`config.mk`:
```
export PLATFORM = sky130hd
export DESIGN_NAME = csa_operand_issue
export DESIGN_NICKNAME = d
export VERILOG_FILES = /design/src/rtl/csa_pkg.sv /design/src/rtl/csa_operand_fifo.sv /design/src/rtl/csa_operand_issue.sv
export SDC_FILE = /design/constraint.sdc
export NUM_CORES = 1
export LEC_CHECK = 0
export ABC_AREA = 1
export CAP_MARGIN = 20
export CORE_MARGIN = 5
export CORE_UTILIZATION = 56
export CTS_CLUSTER_DIAMETER = 50
export DETAILED_ROUTE_END_ITERATION = 8
export DONT_BUFFER_PORTS = 1
export PLACE_DENSITY_LB_ADDON = 0.05
export SKIP_CTS_REPAIR_TIMING = 1
export SLEW_MARGIN = 20
export SYNTH_ARGS = -nofsm -noshare
export SYNTH_HDL_FRONTEND = slang
export SYNTH_SLANG_ARGS = --single-unit
export TNS_END_PERCENT = 5
```
`constraint.sdc`:
```
create_clock -name clk -period 4.6 [get_ports clk]
set_input_delay 1.15 -clock clk [delete_from_list [all_inputs] [get_ports clk]]
set_output_delay 1.15 -clock clk [all_outputs]
set_load 0.03 [all_outputs]
```
`src/rtl/csa_pkg.sv`:
```
// Shared defaults and the operand-pair type used by the
// adder issue path and its surroundings.
package csa_pkg;

  localparam int N_DEF   = 32;
  localparam int LAT_DEF = 2;
  localparam int CNT_W   = 16;

  typedef struct packed {
    logic [N_DEF-1:0] a;
    logic [N_DEF-1:0] b;
  } pair_t;

endpackage

```
`src/rtl/csa_operand_fifo.sv`:
```
// Synchronous FIFO for packed operand pairs.
// Ports: clk, reset, push_i/wdata_i, pop_i/rdata_o, full_o, empty_o.
module csa_operand_fifo #(
  parameter int W     = 64,
  parameter int DEPTH = 4
) (
  input  logic         clk,
  input  logic         reset,
  input  logic         push_i,
  input  logic [W-1:0] wdata_i,
  input  logic         pop_i,
  output logic [W-1:0] rdata_o,
  output logic         full_o,
  output logic         empty_o
);

  localparam int AW = $clog2(DEPTH);

  logic [W-1:0]  mem_q [DEPTH];
  logic [AW-1:0] wptr_q, wptr_d;
  logic [AW-1:0] rptr_q, rptr_d;
  logic [AW:0]   cnt_q, cnt_d;
  logic          do_push, do_pop;

  assign full_o  = (cnt_q == (AW+1)'(DEPTH));
  assign empty_o = (cnt_q == '0);
  assign rdata_o = mem_q[rptr_q];

  assign do_push = push_i && !full_o;
  assign do_pop  = pop_i && !empty_o;

  always_comb begin
    wptr_d = wptr_q;
    rptr_d = rptr_q;
    cnt_d  = cnt_q;
    if (do_push) wptr_d = wptr_q + 1'b1;
    if (do_pop)  rptr_d = rptr_q + 1'b1;
    unique case ({do_push, do_pop})
      2'b10:   cnt_d = cnt_q + 1'b1;
      2'b01:   cnt_d = cnt_q - 1'b1;
      default: cnt_d = cnt_q;
    endcase
  end

  always_ff @(posedge clk) begin
    if (reset) begin
      wptr_q <= '0;
      rptr_q <= '0;
      cnt_q  <= '0;
    end else begin
      wptr_q <= wptr_d;
      rptr_q <= rptr_d;
      cnt_q  <= cnt_d;
    end
  end

  // Storage needs no reset: occupancy gates every read.
  always_ff @(posedge clk) begin
    if (do_push) mem_q[wptr_q] <= wdata_i;
  end

endmodule

```
`src/rtl/csa_operand_issue.sv`:
```
// Operand issue stage: buffers pairs, drives the adder, tags results.
// Ports: in_* handshake, issue_en, A/B out, sum_in, out_*, busy, issue_cnt.
module csa_operand_issue
  import csa_pkg::*;
#(
  parameter int n     = N_DEF,
  parameter int DEPTH = 4,
  parameter int LAT   = LAT_DEF
) (
  input  logic             clk,
  input  logic             reset,
  input  logic             in_valid,
  output logic             in_ready,
  input  logic [n-1:0]     in_a,
  input  logic [n-1:0]     in_b,
  input  logic             issue_en,
  output logic [n-1:0]     A,
  output logic [n-1:0]     B,
  input  logic [n-1:0]     sum_in,
  output logic             out_valid,
  output logic [n-1:0]     out_sum,
  output logic             busy,
  output logic [CNT_W-1:0] issue_cnt
);

  logic [2*n-1:0]   head;
  logic             full, empty;
  logic             push, pop;

  logic [n-1:0]     a_q, a_d;
  logic [n-1:0]     b_q, b_d;
  logic             iss_v_q, iss_v_d;
  logic [LAT-1:0]   tag_q, tag_d;
  logic             ov_q, ov_d;
  logic [n-1:0]     os_q, os_d;
  logic [CNT_W-1:0] cnt_q, cnt_d;

  assign in_ready = !full;
  assign push     = in_valid && !full;
  assign pop      = issue_en && !empty;

  csa_operand_fifo #(
    .W     (2*n),
    .DEPTH (DEPTH)
  ) u_fifo (
    .clk     (clk),
    .reset   (reset),
    .push_i  (push),
    .wdata_i ({in_a, in_b}),
    .pop_i   (pop),
    .rdata_o (head),
    .full_o  (full),
    .empty_o (empty)
  );

  always_comb begin
    a_d     = '0;
    b_d     = '0;
    iss_v_d = 1'b0;
    cnt_d   = cnt_q;
    if (pop) begin
      a_d     = head[2*n-1:n];
      b_d     = head[n-1:0];
      iss_v_d = 1'b1;
      cnt_d   = cnt_q + 1'b1;
    end
    // tag[LAT-1] marks the cycle sum_in belongs to a real pair.
    tag_d = (tag_q << 1) | LAT'(iss_v_q);
    ov_d  = tag_q[LAT-1];
    os_d  = tag_q[LAT-1] ? sum_in : '0;
  end

  always_ff @(posedge clk) begin
    if (reset) begin
      a_q     <= '0;
      b_q     <= '0;
      iss_v_q <= 1'b0;
      tag_q   <= '0;
      ov_q    <= 1'b0;
      os_q    <= '0;
      cnt_q   <= '0;
    end else begin
      a_q     <= a_d;
      b_q     <= b_d;
      iss_v_q <= iss_v_d;
      tag_q   <= tag_d;
      ov_q    <= ov_d;
      os_q    <= os_d;
      cnt_q   <= cnt_d;
    end
  end

  assign A         = a_q;
  assign B         = b_q;
  assign out_valid = ov_q;
  assign out_sum   = os_q;
  assign issue_cnt = cnt_q;
  assign busy      = !empty || iss_v_q || (|tag_q) || ov_q;

endmodule
```
==> results of run 1 <==
[where the power goes]
| group | leakage [nW] | total (W) | internal (W) | switching [W] |
|---|---|---|---|---|
| Sequential | 3.35 | 0.00440 | 0.00400 | 0.000404 |
| Clock | 0.624 | 0.00304 | 0.00181 | 0.00122 |
| Combinational | 1.42 | 0.00107 | 0.000283 | 0.000783 |
[per-stage QoR]
stage | util, % | setup WS, ns | hold WS, ns
finish | 63.5 | 1.84 | 0.433
global route | 63.5 | 1.59 | 0.460
CTS | 63.5 | 1.79 | 0.436
detailed placement | 58.1 | 1.66 | 0.421
global placement | 58.1 | 1.69 | 0.418
floorplan | - | 0.101 | 0.404
[state kept, by name, summed over array words and instances, names as in the netlist, 2 cells and up]
name / cells
A: 32
B: 32
issue_cnt: 16
out_sum: 32
tag_q: 2
u_fifo.cnt_q: 3
u_fifo.mem_q: 256
u_fifo.rptr_q: 2
u_fifo.wptr_q: 2
[cells by family (layout without fill, tap and decap cells)]
family | Yosys count | count (layout) | synth area share [%]
buf+inv | 128 | 158 | 4.49
xor+xnor | 1 | 1 | 0.0649
compound gates | 219 | 219 | 8.16
flops | 379 | 379 | 75.2
fa+ha+maj | 7 | 7 | 0.704
simple gates | 390 | 390 | 11.4
[how the worst min path moves through the flow]
stage | to | cells after the start
detailed placement | tag_q[1]$_SDFF_PP0_ | 2
global placement | tag_q[0]$_SDFF_PP0_ | 2
finish | tag_q[0]$_SDFF_PP0_ | 2
CTS | tag_q[1]$_SDFF_PP0_ | 2
floorplan | tag_q[0]$_SDFF_PP0_ | 2
global route | tag_q[0]$_SDFF_PP0_ | 2
[final cells by class]
type                    count  share of cell area [%]
flip-flops and latches    379                    67.7
multi-input cells         617                    18.5
clock buffers              57                    7.73
well taps                 319                    2.66
inverters                  74                    1.86
repair buffers             14                   0.785
clock inverters            13                   0.693
[cells in the final DEF, fill, tap and decap left out, types with 7 or more instances in the layout]
master     count
a21oi_1       77
clkbuf_1      11
buf_4         13
nand2_1       36
o21ai_0      140
nor2_4         7
nor2_1       319
clkinv_2       8
nand3_1       13
edfxtp_1     256
clkbuf_16     43
dfxtp_1      121
inv_1         70
[worst register-to-register path: stages (launching register included)]
cell and delay [ns]:
dfxtp_4 0.78, clkinv_2 0.79, buf_4 0.61, o21ai_0 0.32, a21oi_1 0.10
[metal layers]
layer / part of all wire (%) / wire length [um] / vias to the layer above / global-route usage (%)
met5: 0 / 0 / - / 0
met4: 1.7 / 467 / 0 / 5.44
met3: 8.7 / 2400 / 38 / 7.47
met2: 49 / 13400 / 237 / 33.8
met1: 41 / 11300 / 3792 / 25.0
li1: - / - / 3812 / -
==> summary.md, run 1 <==
| Metric | Value |
|---|---|
| Critical path's slowest cell | `nand3_1` |
| Synthesized Nets | `about 1200` |
| Fin crit share | `60.1%` |
| Rows | `56` |
| First-pass detailed-route iteration total | `4` |
| GRT Util Overall | `20.2%` |
| Critical Path Source Type | `register` |
| CP bufs+invs | `0` |
| R2r startpoint | `u_fifo.rptr_q[0]$_SDFFE_PP0P_` |
| Crit path max-delay family | `simple AND/OR/NAND/NOR gates` |
| Post-synth EDFFs | `approximately 260` |
| Reg area | `between 10000 and 15000 um2` |
| Clock root buffer | `clkbuf_16` |
| Critical Path AT | `1.61 ns` |
| Dominant synthesized flop cell | `edfxtp_1` |
| CORE AREA | `between 20000 and 25000 um2` |
| Area added between synthesis and finish | `11.0%` |
| Yosys cell types | `26` |
| Initial cell density of the core | `a little under three fifths` |
| Die area | `27300 um2` |
| Wirelength per Cell | `between 15 and 20 um` |
| Latest clock arrival within the worst-skew pair | `about 0.52 ns` |
| Cells after DPL | `roughly 1400` |
| Final Hold Fails | `0` |
| Critical path class | `reg2out` |
| R2R setup slack | `1.88 ns` |
| Relative slew slack | `between 40% and 50%` |
| Cell area after layout | `15000 um2` |
| R2R depth | `4` |
| Setup crit start | `u_fifo.cnt_q[0]$_SDFFE_PP0P_` |
| Pleak | `about 5.4 nW` |
| DR vias/cell | `5.35` |
| Max cap viols | `0` |
| Die H | `around 170 um` |
| Largest fanout on the critical path | `3` |
| DR DRC count | `0` |
| Pin count of the biggest net entering global routing | `77` |
| Final WL | `between 20000 and 30000 um` |
| IO Pins | `between 200 and 250` |
| Clock Tree Buf Depth | `3` |
| Cell area after synthesis | `about 14000 um2` |
| Area leader, netlist | `edfxtp_1` |
| Register bit total from synthesis | `379` |
| Peak Freq | `0.362 GHz` |
| Hold wc startpoint | `iss_v_q$_SDFF_PP0_` |
| Tightest Pin Transition | `0.890 ns` |
| Worst path depth | `4` |
| Top-area cell type share of the netlist area | `56.9%` |
| Synthesized area per cell | `12.0 um2` |
| GP Congestion | `roughly 0.76` |
| HPWL after detailed placement | `between 15000 and 20000 um` |
| Cell area power density | `approximately 570 nW/um2` |
| Status | `finished, final reports clean` |
| Clk sinks | `between 300 and 400` |
| Vias in the first global route | `7762` |
| CP Capture Point | `busy` |
| Cell with the most instances after synthesis | `nor2_1` |
| Final total power | `0.00851 W` |
| TNS Setup | `0 ns` |
| # nets final | `about 1200` |
| Post-synth ARST share | `0%` |
| Top post-synthesis cells by count | `nor2_1 (323), edfxtp_1 (256), o21ai_0 (140)` |
| WP data required | `3.45 ns` |
| Area of placed instances | `roughly 14000 um2` |
| Fillers | `about 1800` |
| Total global routing overflow | `0` |
| RSZ-0062 raised after global routing | `false` |
| Seq/Total Area, Yosys | `approximately 75%` |
| Final Max Slew Viols | `0` |
| N_diodes | `0` |
| Finished Layout Cells | `1473` |
| DRT iter0 DRCs | `roughly 540` |
| Worst VDD drop | `0.000300 V` |
| R2r endpoint | `B[14]$_SDFF_PP0_` |
| First-pass GRT wire length | `42600 um` |
| DRT antenna net count | `0` |
| Yosys warns | `0` |
| Gate Count Post-Synth | `roughly 1100` |
| Min cycle time layout | `around 2.8 ns` |
| Share of cells above drive strength 1 | `between 7 and 8%` |
| Reg clk slew, reported paths | `approximately 0.06 ns` |
| Worst Hold Class | `reg2reg` |
| Worst Setup End Kind | `output pin` |
| CTS tree | `done` |
| IO Port Bufs | `0` |
| Multi-input gate area | `~2800 um2` |
| Initial antenna violation count | `0` |
| Htree depth | `2` |
| Layout Skew | `approximately 0.018 ns` |
| Setup Viol. Count Final | `0` |
| CP peak stage delay | `around 0.32 ns` |
| CP cell instances | `nor2_2 -> nand2_2 -> nor3_1 -> nand3_1` |
| Via count | `between 7000 and 8000` |
| Dominant cells by area after synthesis | `edfxtp_1 (57%), dfxtp_1 (18%), nor2_1 (9.0%)` |
| Chip width | `between 150 and 200 um` |
| Cts bufs inserted | `38` |
No activity file was read; power rests on OpenSTA's default activity.
==> inputs of run 2 (changes only) <==
--- a/config.mk
+++ b/config.mk
@@ -8,7 +8,7 @@
 export ABC_AREA = 1
 export CAP_MARGIN = 20
 export CORE_MARGIN = 5
-export CORE_UTILIZATION = 56
+export CORE_UTILIZATION = 57
 export CTS_CLUSTER_DIAMETER = 50
 export DETAILED_ROUTE_END_ITERATION = 8
 export DONT_BUFFER_PORTS = 1
==> constraint.sdc (replaced) <==
create_clock -name clk -period 2.9 [get_ports clk]
set_input_delay 0.725 -clock clk [delete_from_list [all_inputs] [get_ports clk]]
set_output_delay 0.725 -clock clk [all_outputs]
set_load 0.03 [all_outputs]
==> run 2 against run 1 <==
  * Hold slack lost 0.16 ns
  * Critical path depth is the same
  * Global-route usage grew 0.082 points
  * Non-clock buffer count grew 5
  * Clock power grew 62%
  * Total power grew 60%
  * Cell count grew 0.48%
  * Critical path type unchanged
  * Critical endpoint unchanged
  * Largest power group unchanged
  * Highest routed layer unchanged
==> summary.md, run 2 (same netlist as run 1, synthesis figures left out) <==
| Metric | Value |
|---|---|
| Chip width | `164 um (was 165 um)` |
| # nets final | `1238 (was 1231)` |
| Status | `finished, final reports clean (unchanged)` |
| DRT iter0 DRCs | `492 (was 542)` |
| Most common cell after layout, fill and taps aside | `nor2_1 (unchanged)` |
| First-pass detailed-route iteration total | `5 (was 4)` |
| GRT Util Overall | `20.3% (was 20.2%)` |
| DRT antenna net count | `0 (unchanged)` |
| Die area | `26900 um2 (was 27300 um2)` |
| Min cycle time layout | `about 2.3 ns` |
| RSZ-0062 raised after global routing | `false (unchanged)` |
| Number of flip-flops in the largest register | `256 (unchanged)` |
| Worst Setup End Kind | `output pin (unchanged)` |
| IO Pins | `215 (unchanged)` |
| Initial cell density of the core | `57.7% (was 57.2%)` |
| Most frequent cells in the layout | `nor2_1 (319), edfxtp_1 (256), o21ai_0 (140) (unchanged)` |
| DR DRC count | `0 (unchanged)` |
| N_diodes | `0 (unchanged)` |
| Final WL | `26900 um (was 27600 um)` |
| Final total power | `0.0136 W (was 0.00851 W)` |
| HPWL after detailed placement | `15500 um (was 15900 um)` |
| Tightest Pin Transition | `0.867 ns (was 0.890 ns)` |
| Critical path class | `reg2out (unchanged)` |
| Latest clock arrival within the worst-skew pair | `0.52 ns (about the same)` |
| DR vias/cell | `5.25 (was 5.35)` |
| CTS tree | `done (unchanged)` |
| Setup Viol. Count Final | `0 (unchanged)` |
| Via count | `7776 (was 7879)` |
| Clock Tree Buf Depth | `3 (unchanged)` |
| Pleak | `5.46 nW (was 5.39 nW)` |
| First-pass GRT wire length | `42500 um (was 42600 um)` |
| Final Max Slew Viols | `0 (unchanged)` |
| GP Congestion | `0.808 (was 0.765)` |
| Hold path depth | `1 (was 2)` |
| IO Port Bufs | `0 (unchanged)` |
| Worst VDD drop | `0.000733 V (was 0.000300 V)` |
| Share of cells above drive strength 1 | `8.61% (was 7.80%)` |
| Layout Skew | `0.00835 ns (was 0.0184 ns)` |
| R2R depth | `10 (was 4)` |
| Pin count of the biggest net entering global routing | `107 (was 77)` |
| Fin crit share | `about four fifths` |
| Reg clk slew, reported paths | `0.06 ns (about the same)` |
| Critical Path Source Type | `register (unchanged)` |
| Vias in the first global route | `7763 (was 7762)` |
| Relative slew slack | `42.2% (was 40.7%)` |
| Cell area power density | `902 nW/um2 (was 567 nW/um2)` |
| Largest register by flop count | `u_fifo.mem_q (unchanged)` |
| Cts bufs inserted | `40 (was 38)` |
| Worst Hold Class | `in2reg (was reg2reg)` |
| Total global routing overflow | `0 (unchanged)` |
| WP data required | `2.17 ns (was 3.45 ns)` |
| Rows | `56 (unchanged)` |
| Area added between synthesis and finish | `12.0% (was 11.0%)` |
| Initial antenna violation count | `0 (unchanged)` |
| Peak Freq | `0.432 GHz` |
| Critical Path AT | `1.59 ns (was 1.61 ns)` |
| Clock root buffer | `clkbuf_16 (unchanged)` |
| Max cap viols | `0 (unchanged)` |
| TNS Setup | `0 ns (unchanged)` |
| Wirelength per Cell | `18.2 um (was 18.7 um)` |
| Htree depth | `2 (unchanged)` |
| CORE AREA | `23400 um2 (was 23600 um2)` |
| Clk sinks | `379 (unchanged)` |
| Fillers | `1831 (was 1825)` |
| Die H | `164 um (was 165 um)` |
| Largest fanout on the critical path | `3 (unchanged)` |
| Final Hold Fails | `0 (unchanged)` |
run 2: changes by cell type in the layout (fill, tap and decap cells not counted), sizes merged:
| cell | previous run | this run |
|---|---|---|
| clkinv | 13 | 11 |
| clkinvlp | 0 | 1 |
| inv | 73 | 77 |
| buf | 14 | 19 |
| clkbuf | 57 | 56 |
run 2: through the flow:
stage	util (%)	hold WS (ns)	setup slack, ns	cell area (um2)	cells
after global routing	64.6	0.234	0.447	15100	1480
after global placement	59.0	0.422	0.579	13800	1408
after floorplan	-	0.404	-0.140	13500	1124
after detailed placement	59.0	0.424	0.596	13800	1408
after CTS	64.6	0.246	0.549	15100	1480
final	64.6	0.271	0.583	15100	1480
run 2: layer usage:
layer	GRT usage, %	part of all wire, %	vias to the layer above
met5	0	0	-
met4	4.77	1.5	0
met3	8.73	9.7	33
met2	33.3	48	246
met1	25.2	40	3678
li1	-	-	3819
run 2: path summary, 6_finish.rpt:
kind / slack (ns) / end / startpoint
setup reg to reg: 0.80 / u_fifo.cnt_q[2]$_SDFFE_PP0P_ / u_fifo.cnt_q[0]$_SDFFE_PP0P_
hold reg to reg: 0.44 / tag_q[0]$_SDFF_PP0_ / iss_v_q$_SDFF_PP0_
setup / recovery: 0.58 / busy / u_fifo.cnt_q[0]$_SDFFE_PP0P_
hold / removal: 0.27 / iss_v_q$_SDFF_PP0_ / reset
run 2: layout make-up:
type	count	area, um2	share of cell area (%)
tap	319	399	2.64
clock inverter	16	129	0.852
sequential	379	10200	67.2
timing repair buffer	19	205	1.36
inverter	74	279	1.85
multi-input combinational	617	2780	18.4
clock buffer	56	1170	7.77
run 2: power breakdown:
part / total, W / switching (W) / internal (W) / leakage [nW]
clock: 0.00494 / 0.00200 / 0.00294 / 0.647
combinational: 0.00182 / 0.00133 / 0.000489 / 1.46
sequential: 0.00689 / 0.000542 / 0.00634 / 3.35
run 2: worst max-delay path: stages (launching register included):
cell and delay, ns:
dfxtp_1 0.31, nor2_2 0.19, nand2_2 0.12, nor3_1 0.14
nand3_1 0.32
==> inputs of run 3 (changes only) <==
==> constraint.sdc (replaced) <==
create_clock -name clk -period 2.3 [get_ports clk]
set_input_delay 0.575 -clock clk [delete_from_list [all_inputs] [get_ports clk]]
set_output_delay 0.575 -clock clk [all_outputs]
set_load 0.03 [all_outputs]
==> run 3 against run 2 <==
  * Non-clock buffer count is 5 higher
  * Die area stayed put
  * Cell area is 0.88% higher
  * Routed wire length is 0.70% higher
  * Hold slack worse by 0.13 ns
  * Critical endpoint unchanged
  * Total power is 28% higher
==> summary.md, run 3 (same netlist as run 1, synthesis figures left out) <==
| Metric | Value |
|---|---|
| Max cap viols | `0 (unchanged)` |
| HPWL after detailed placement | `15600 um (was 15500 um)` |
| Critical Path Source Type | `register (unchanged)` |
| Hold wc startpoint | `reset (unchanged)` |
| Most frequent cells in the layout | `nor2_1 (319), edfxtp_1 (256), o21ai_0 (140) (unchanged)` |
| Pleak | `5.52 nW (was 5.46 nW)` |
| Largest register by flop count | `u_fifo.mem_q (unchanged)` |
| Most common cell after layout, fill and taps aside | `nor2_1 (unchanged)` |
| CP peak stage delay | `0.31 ns (was 0.32 ns)` |
| CORE AREA | `23400 um2 (unchanged)` |
| Fin crit share | `between 90% and 100%` |
| Critical path's slowest cell | `dfxtp_1 (was nand3_1)` |
| IO Pins | `215 (unchanged)` |
| Final Hold Fails | `0 (unchanged)` |
| Setup Viol. Count Final | `0 (unchanged)` |
| Switching Fraction | `27.9% (was 28.3%)` |
| Worst VDD drop | `0.000785 V (was 0.000733 V)` |
| Initial antenna violation count | `0 (unchanged)` |
| Worst Setup End Kind | `output pin (unchanged)` |
| Pin count of the biggest net entering global routing | `73 (was 107)` |
| DR vias/cell | `5.26 (was 5.25)` |
| Total global routing overflow | `0 (unchanged)` |
| RSZ-0062 raised after global routing | `false (unchanged)` |
| Critical path class | `reg2out (unchanged)` |
| TNS Setup | `0 ns (unchanged)` |
| R2r startpoint | `u_fifo.cnt_q[0]$_SDFFE_PP0P_ (unchanged)` |
| Peak Freq | `approximately 0.46 GHz` |
| Layout Skew | `0.0134 ns (was 0.00835 ns)` |
| Chip width | `164 um (unchanged)` |
| DRT iter0 DRCs | `551 (was 492)` |
| NetSw | `0.00486 W (was 0.00387 W)` |
| WP data required | `1.73 ns (was 2.17 ns)` |
| Via count | `7813 (was 7776)` |
| Relative slew slack | `43.5% (was 42.2%)` |
| First-pass GRT wire length | `42300 um (was 42500 um)` |
| Tightest Pin Transition | `0.847 ns (was 0.867 ns)` |
| Wirelength per Cell | `18.3 um (was 18.2 um)` |
| CTS tree | `done (unchanged)` |
| CP cell instances | `nor2_2 -> nand2_2 -> nor3_1 -> nand3_2 (was nor2_2 -> nand2_2 -> nor3_1 -> nand3_1)` |
| Clock root buffer | `clkbuf_16 (unchanged)` |
| Vias in the first global route | `7840 (was 7763)` |
| WHS Endpoint | `iss_v_q$_SDFF_PP0_ (unchanged)` |
| Rows | `56 (unchanged)` |
| Hold path depth | `1 (unchanged)` |
| DRT antenna net count | `0 (unchanged)` |
| GRT Util Overall | `20.1% (was 20.3%)` |
| R2R depth | `10 (unchanged)` |
| Cell area power density | `1140 nW/um2 (was 902 nW/um2)` |
| Clk sinks | `379 (unchanged)` |
| First-pass detailed-route iteration total | `4 (was 5)` |
| Reg clk slew, reported paths | `0.06 ns (about the same)` |
| Critical Path AT | `1.58 ns (was 1.59 ns)` |
| Die area | `26900 um2 (unchanged)` |
| Final WL | `27100 um (was 26900 um)` |
| Cells after DPL | `1413 (was 1408)` |
| Clock Tree Buf Depth | `3 (unchanged)` |
| Die H | `164 um (unchanged)` |
| Number of flip-flops in the largest register | `256 (unchanged)` |
| Sequential share of power | `49.8% (was 50.5%)` |
| Logic pwr share | `13.9% (was 13.3%)` |
| Int Power | `0.0126 W (was 0.00978 W)` |
| Final total power | `0.0174 W (was 0.0136 W)` |
| Cts bufs inserted | `39 (was 40)` |
| Final Max Slew Viols | `0 (unchanged)` |
| Htree depth | `2 (unchanged)` |
| Status | `finished, final reports clean (unchanged)` |
| Share of cells above drive strength 1 | `9.18% (was 8.61%)` |
| DR DRC count | `0 (unchanged)` |
| Min cycle time layout | `approximately 2.2 ns` |
| Largest fanout on the critical path | `3 (unchanged)` |
| N_diodes | `0 (unchanged)` |
| Finished Layout Cells | `1484 (was 1480)` |
| Initial cell density of the core | `57.7% (unchanged)` |
| Area added between synthesis and finish | `13.0% (was 12.0%)` |
| R2r endpoint | `u_fifo.cnt_q[2]$_SDFFE_PP0P_ (unchanged)` |
| Clock share of power | `36.3% (was 36.2%)` |
| Worst Hold Class | `in2reg (unchanged)` |
| R2R setup slack | `0.45 ns (was 0.80 ns)` |
| Post-layout util | `65.2% (was 64.6%)` |
| Latest clock arrival within the worst-skew pair | `0.51 ns (was 0.52 ns)` |
| # nets final | `1242 (was 1238)` |
| GP Congestion | `0.757 (was 0.808)` |
| IO Port Bufs | `0 (unchanged)` |
## run 3: critical path, delay by kind of cell, from the launching register on
kind / cells / cell delay (ns)
AND/OR/NAND/NOR: 4 / 0.76
flip-flops: 1 / 0.31
## run 3: how the worst max path moves through the flow
stage / from / cells after the start / to / slack [ns]
floorplan: u_fifo.cnt_q[1]$_SDFFE_PP0P_ / 4 / u_fifo.mem_q[0][0]$_DFFE_PP_ / 0.11
global placement: issue_en / 8 / u_fifo.cnt_q[2]$_SDFFE_PP0P_ / 0.38
detailed placement: issue_en / 8 / u_fifo.cnt_q[2]$_SDFFE_PP0P_ / 0.36
CTS: u_fifo.cnt_q[0]$_SDFFE_PP0P_ / 4 / busy / 0.07
global route: u_fifo.cnt_q[0]$_SDFFE_PP0P_ / 4 / busy / 0.05
finish: u_fifo.cnt_q[0]$_SDFFE_PP0P_ / 4 / busy / 0.15
## run 3: metrics by stage
step | setup slack (ns) | hold slack, ns | area, um2
final | 0.148 | 0.136 | 15300
after global routing | 0.0462 | 0.108 | 15300
after CTS | 0.0730 | 0.111 | 15200
after detailed placement | 0.358 | 0.420 | 13900
after global placement | 0.376 | 0.423 | 13900
after floorplan | 0.107 | 0.404 | 13500
## run 3: layout make-up
cell class / instances / area, um2
sequential: 379 / 10200
fill: 1768 / 8150
multi-input combinational: 617 / 2790
clock buffer: 57 / 1190
tap: 319 / 399
timing repair buffer: 24 / 305
inverter: 74 / 279
clock inverter: 14 / 136
## run 3: layer usage
| layer | vias up | global-route usage [%] | share of wire, % |
|---|---|---|---|
| met5 | - | 0 | 0 |
| met4 | 0 | 5.60 | 1.6 |
| met2 | 256 | 33.0 | 48 |
| met1 | 3697 | 25.4 | 41 |
| li1 | 3824 | - | - |
| met3 | 36 | 7.53 | 9.3 |
## run 3: power by group through the flow
stage          logic, W  registers (W)  clock network (W)
2_1_floorplan   0.00185        0.00875                  0
3_3_place_gp    0.00243        0.00881                  0
3_5_place_dp    0.00245        0.00882                  0
4_1_cts         0.00246        0.00868            0.00646
5_1_grt         0.00274        0.00873            0.00678
6_report        0.00242        0.00867            0.00632
